[config.mk]
export PLATFORM = sky130hd
export DESIGN_NAME = root_square
export DESIGN_NICKNAME = d
export VERILOG_FILES = /design/src/rtl/root_pkg.sv /design/src/rtl/root_square_step.sv /design/src/rtl/root_square.sv
export SDC_FILE = /design/constraint.sdc
export NUM_CORES = 1
export LEC_CHECK = 0
export BUFFER_PORTS_ARGS = -buffer_cell sky130_fd_sc_hd__buf_2
export CAP_MARGIN = 0
export CORE_ASPECT_RATIO = 0.75
export CORE_MARGIN = 1.5
export CORE_UTILIZATION = 55
export CTS_CLUSTER_DIAMETER = 60
export CTS_CLUSTER_SIZE = 8
export DETAILED_ROUTE_END_ITERATION = 10
export GPL_ROUTABILITY_DRIVEN = 0
export GPL_TIMING_DRIVEN = 1
export PLACE_DENSITY = 0.8
export RECOVER_POWER = 25
export SLEW_MARGIN = 30
export SYNTH_ARGS = -nofsm -noshare
export SYNTH_HDL_FRONTEND = slang
export SYNTH_SLANG_ARGS = --single-unit
[constraint.sdc]
create_clock -name clk -period 4.86 [get_ports clk]
set_clock_uncertainty 0.15 [all_clocks]
set_input_delay 0.729 -clock clk [delete_from_list [all_inputs] [get_ports clk]]
set_output_delay 0.729 -clock clk [all_outputs]
set_load 0.03 [all_outputs]
[src/rtl/root_pkg.sv]
// rtl/root_pkg.sv - shared widths and control states for the root/square units
package root_pkg;

  localparam int ROOT_W = 16;
  localparam int RAD_W  = 32;
  localparam int REM_W  = 17;
  localparam int CNT_W  = 4;
  localparam int ACC_W  = RAD_W + 1;

  localparam logic [CNT_W-1:0] CNT_LAST = 4'hf;

  typedef enum logic {
    ST_IDLE = 1'b0,
    ST_RUN  = 1'b1
  } root_state_t;

endpackage

[src/rtl/root_square_step.sv]
// rtl/root_square_step.sv - one MSB-first shift-and-add step of q*q + r
module root_square_step
  import root_pkg::*;
(
  input  logic [ACC_W-1:0]  p,
  input  logic              b_msb,
  input  logic [ROOT_W-1:0] m,
  input  logic [REM_W-1:0]  r,
  input  logic              last,
  output logic [ACC_W-1:0]  p_next
);

  logic [ACC_W-1:0] add_m;
  logic [ACC_W-1:0] add_r;

  // Partial product for this multiplier bit, plus the remainder folded in on the final step
  always_comb begin
    add_m  = b_msb ? {{(ACC_W-ROOT_W){1'b0}}, m} : '0;
    add_r  = last  ? {{(ACC_W-REM_W){1'b0}}, r}  : '0;
    p_next = {p[ACC_W-2:0], 1'b0} + add_m + add_r;
  end

endmodule

[src/rtl/root_square.sv]
// rtl/root_square.sv - iterative d = q*q + r, 16 busy cycles; ROOT_CHECK_EN adds valid output
module root_square
  import root_pkg::*;
(
  input  logic              clk,
  input  logic              clrn,
  input  logic [ROOT_W-1:0] q,
  input  logic [REM_W-1:0]  r,
  input  logic              load,
  output logic [RAD_W-1:0]  d,
  output logic              carry,
  output logic              busy,
  output logic              ready,
  output logic [CNT_W-1:0]  count
`ifdef ROOT_CHECK_EN
  ,
  output logic              valid
`endif
);

  root_state_t       state;
  logic [ROOT_W-1:0] reg_m;
  logic [ROOT_W-1:0] reg_b;
  logic [REM_W-1:0]  reg_r;
  logic [ACC_W-1:0]  reg_p;
  logic [ACC_W-1:0]  p_next;
  logic              last_step;

  assign last_step = (count == CNT_LAST);

  root_square_step u_step (
    .p      (reg_p),
    .b_msb  (reg_b[ROOT_W-1]),
    .m      (reg_m),
    .r      (reg_r),
    .last   (last_step),
    .p_next (p_next)
  );

  // Datapath and control: load restarts, each running cycle consumes one multiplier bit
  always_ff @(posedge clk or negedge clrn) begin
    if (!clrn) begin
      state <= ST_IDLE;
      reg_m <= '0;
      reg_b <= '0;
      reg_r <= '0;
      reg_p <= '0;
      count <= '0;
      busy  <= 1'b0;
      ready <= 1'b0;
    end else if (load) begin
      state <= ST_RUN;
      reg_m <= q;
      reg_b <= q;
      reg_r <= r;
      reg_p <= '0;
      count <= '0;
      busy  <= 1'b1;
      ready <= 1'b0;
    end else begin
      case (state)
        ST_RUN: begin
          reg_p <= p_next;
          reg_b <= {reg_b[ROOT_W-2:0], 1'b0};
          if (last_step) begin
            state <= ST_IDLE;
            count <= '0;
            busy  <= 1'b0;
            ready <= 1'b1;
          end else begin
            count <= count + 4'd1;
          end
        end
        default: begin
          state <= ST_IDLE;
        end
      endcase
    end
  end

`ifdef ROOT_CHECK_EN
  // Remainder legality flag captured at load: r <= 2*q, as an 18-bit compare
  always_ff @(posedge clk or negedge clrn) begin
    if (!clrn) begin
      valid <= 1'b0;
    end else if (load) begin
      valid <= ({1'b0, r} <= {1'b0, q, 1'b0});
    end
  end
`endif

  assign d     = reg_p[RAD_W-1:0];
  assign carry = reg_p[RAD_W];

endmodule

==> key figures <==
CTS
  • Clock sinks: 89
  • Clk_lat worst skew: around 340 ps
  • Hold_buf cts: 0
  • H-tree Lvls: 3
  • Root Driver: clkbuf_16
  • Total CTS buffers: 9
  • Clock Tree Buf Depth: 2
  • TritonCTS clock tree: done
  • Post-CTS Setup Inserts: 0
  • Worst-path clk slew: about 60 ps
  • CTS resizes: 0

Route
  • Final ANT Viol Nets: 0
  • Via count: 4117
  • Routed vias/inst: roughly 5.7
  • Routed wire length: roughly 12000 um
  • First-pass DRT Iterations: 6
  • WL/cell: 16.8 um
  • Iter 0 DRT Violations: 322
  • DRC: 0

Outcome
  • Failing checks: max-capacitance violations, max-slew violations
  • Run status: finished, violations left

Worst setup path
  • FF-to-FF End: reg_p[26]
  • Critical path endpoint category: flop
  • Worst setup path end: reg_p[26]
  • CP Launch Point: count[0]
  • Crit path DAT: 4310 ps
  • Worst setup path category: reg2reg
  • Worst Setup Start Kind: flop
  • Crit path max fanout: 19
  • Reg2reg start: count[0]
  • Reg-to-reg slack, setup: 480 ps
  • Worst-case reg-to-reg path depth: 12
  • Req. time, crit path: between 4000 and 5000 ps

STA
  • Fin. max-slew vios: 113
  • Fin Setup TNS: 0 ps
  • Post-layout minimum cycle time: 4380 ps
  • Final Cycle Share: roughly nine tenths
  • Max Clk Rate: 0.229 GHz
  • Final Hold Violating Endpoints: 0
  • Rel. slew slack: -83.5%
  • Unrepaired setup endpoints after global routing: no
  • Worst slew pin tran: 2750 ps
  • Hold slack: 363 ps
  • Final setup violation count: 0
  • Final WS setup: 484 ps

Placed design
  • Dpl ws: about 600 ps
  • Dpl hpwl: 8710 um
  • Port bufs: 74

Power
  • Clock network power share: 38.7%
  • Sw Share: 27.9%
  • Sequential share of power: a little over two fifths
  • Combinational share of power: 17.8%
  • PD cells: 327 mW/mm^2
  • Peak VDD IR: between 150 and 200 uV
  • Net Switching: 549 uW
  • Pwr Total: approximately 2000 uW
  • Leak: 0.00307 uW
  • Internal: 1420 uW

Floorplanning
  • Die area: just over 0.01 mm^2
  • Row cnt: 30
  • IO Pins: 75
  • Die X: 116 um
  • Die Y: approximately 87 um
  • Initial Utilization: 57.3%
  • Core area: between 0.009 and 0.01 mm^2

Synthesis
  • Synth warn: 0
  • Asr flop ratio synth: 100%
  • Synth Cell Area: 0.00523 mm^2
  • Mapped Cells: 523
  • Avg Cell Area, Syn: 9.99 um^2
  • Syn_nets: 595
  • Post-synth EDFFs: 0
  • Synth cell types: 50
  • Primary FF master, synth: dfrtp_1
  • Synth Register Bits: 89
  • Seq/Total Area, Yosys: a little over two fifths

Min path
  • Hold crit path type: reg2reg

Global routing
  • Largest net degree at the start of global routing: 67
  • Antenna violations before repair: 0
  • Vias in the first global route: 4079
  • First-pass GRT wire length: 20100 um
  • GR Util All Layers: 26.1%
  • GRT overflow: 0

Finish
  • Ratio of cells with drive above 1 in the final layout: 19.8%
  • Fillers: 770
  • Commonest non-fill, non-tap cell in the layout: dfrtp_1
  • Synthesis-to-layout area growth: 14.9%
  • Antenna diodes: 0
  • Most frequent cells in the layout: dfrtp_1 (89), buf_2 (72), nor2_1 (48)
  • Final #Nets: 657

Run
  • Number of max-cap violations: 2
==> state kept, by name, summed over array words and instances, names as in the netlist <==
signal  cells
reg_p      33
reg_r      17
reg_b      16
reg_m      16
count       4
busy        1
ready       1
state       1
==> power by group through the flow <==
stage | Sequential [uW] | Combinational [uW] | Clock [uW]
6_report | 855 | 349 | 761
5_1_grt | 864 | 388 | 798
4_1_cts | 855 | 348 | 769
3_5_place_dp | 868 | 346 | 0
3_3_place_gp | 865 | 335 | 0
2_1_floorplan | 894 | 205 | 0
==> per-layer routing <==
| metal | GRT usage, % | wire (um) | share of wire [%] |
|---|---|---|---|
| met1 | 36.6 | 5660 | 47 |
| met2 | 40.2 | 5480 | 45 |
| met3 | 6.54 | 722 | 6.0 |
| met4 | 7.74 | 175 | 1.5 |
| met5 | 0 | 0 | 0 |
==> synth_stat cells (8+ instances only) <==
| library cell | number | share of area (%) |
|---|---|---|
| a211oi_1 | 10 | 1.4 |
| a21o_1 | 8 | 1.1 |
| a21oi_1 | 30 | 2.9 |
| and2_1 | 35 | 4.2 |
| clkbuf_1 | 16 | 1.1 |
| dfrtp_1 | 89 | 43 |
| fa_1 | 16 | 6.1 |
| ha_1 | 20 | 4.8 |
| inv_1 | 22 | 1.6 |
| mux2_2 | 19 | 4.1 |
| mux2i_1 | 27 | 5.2 |
| nand2_1 | 39 | 2.8 |
| nand3_1 | 10 | 0.96 |
| nor2_1 | 48 | 3.4 |
| o21ai_0 | 35 | 3.4 |
| xnor2_1 | 17 | 2.8 |
==> area by class of cell <==
class / instances / area [um^2] / share of cell area, %
Timing Repair Buffer: 77 / 390 / 6.50
Sequential cell: 89 / 2230 / 37.1
Tap cell: 128 / 160 / 2.67
Clock inverter: 4 / 75.1 / 1.25
Inverter: 22 / 82.6 / 1.38
Multi-Input combinational cell: 386 / 2810 / 46.9
Clock buffer: 12 / 256 / 4.27
==> logic make-up after synthesis <==
family | share of synthesized area, %
DFF | 42.6
xor gates and xnor gates | 3.85
and+or+nand+nor | 16.0
buffers and inverters | 3.54
muxes | 9.27
adders and majority gates | 10.9
AOI/OAI and AO/OA | 13.8
==> metrics by stage <==
stage          cells  cell area [um^2]  utilization (%)
2_1_floorplan    523              5230                -
3_3_place_gp     702              5680             62.3
3_5_place_dp     702              5680             62.3
4_1_cts          718              6010             65.9
5_1_grt          718              6010             65.8
6_report         718              6010             65.8
==> how the worst min path moves through the flow <==
stage | start | to | slack [ps] | cells after the start
2_1_floorplan | clrn | busy | 280 | 0
3_3_place_gp | reg_b[0] | reg_b[0] | 340 | 1
3_5_place_dp | reg_m[0] | reg_m[0] | 350 | 1
4_1_cts | clrn | reg_p[14] | 240 | 1
5_1_grt | reg_r[3] | reg_r[3] | 370 | 1
6_report | reg_r[3] | reg_r[3] | 360 | 1
==> critical path: stages, from the launching register on <==
cell and delay [ps]:
dfrtp_1 440, ha_1 250, and3_1 570, and2_1 240
fa_1 420, ha_1 380, a21o_1 220, a31oi_1 220
o21ai_1 100, nor2_1 570, a21oi_1 180, xnor2_1 250
a211oi_1 110
(Power assumes the default switching activity.)
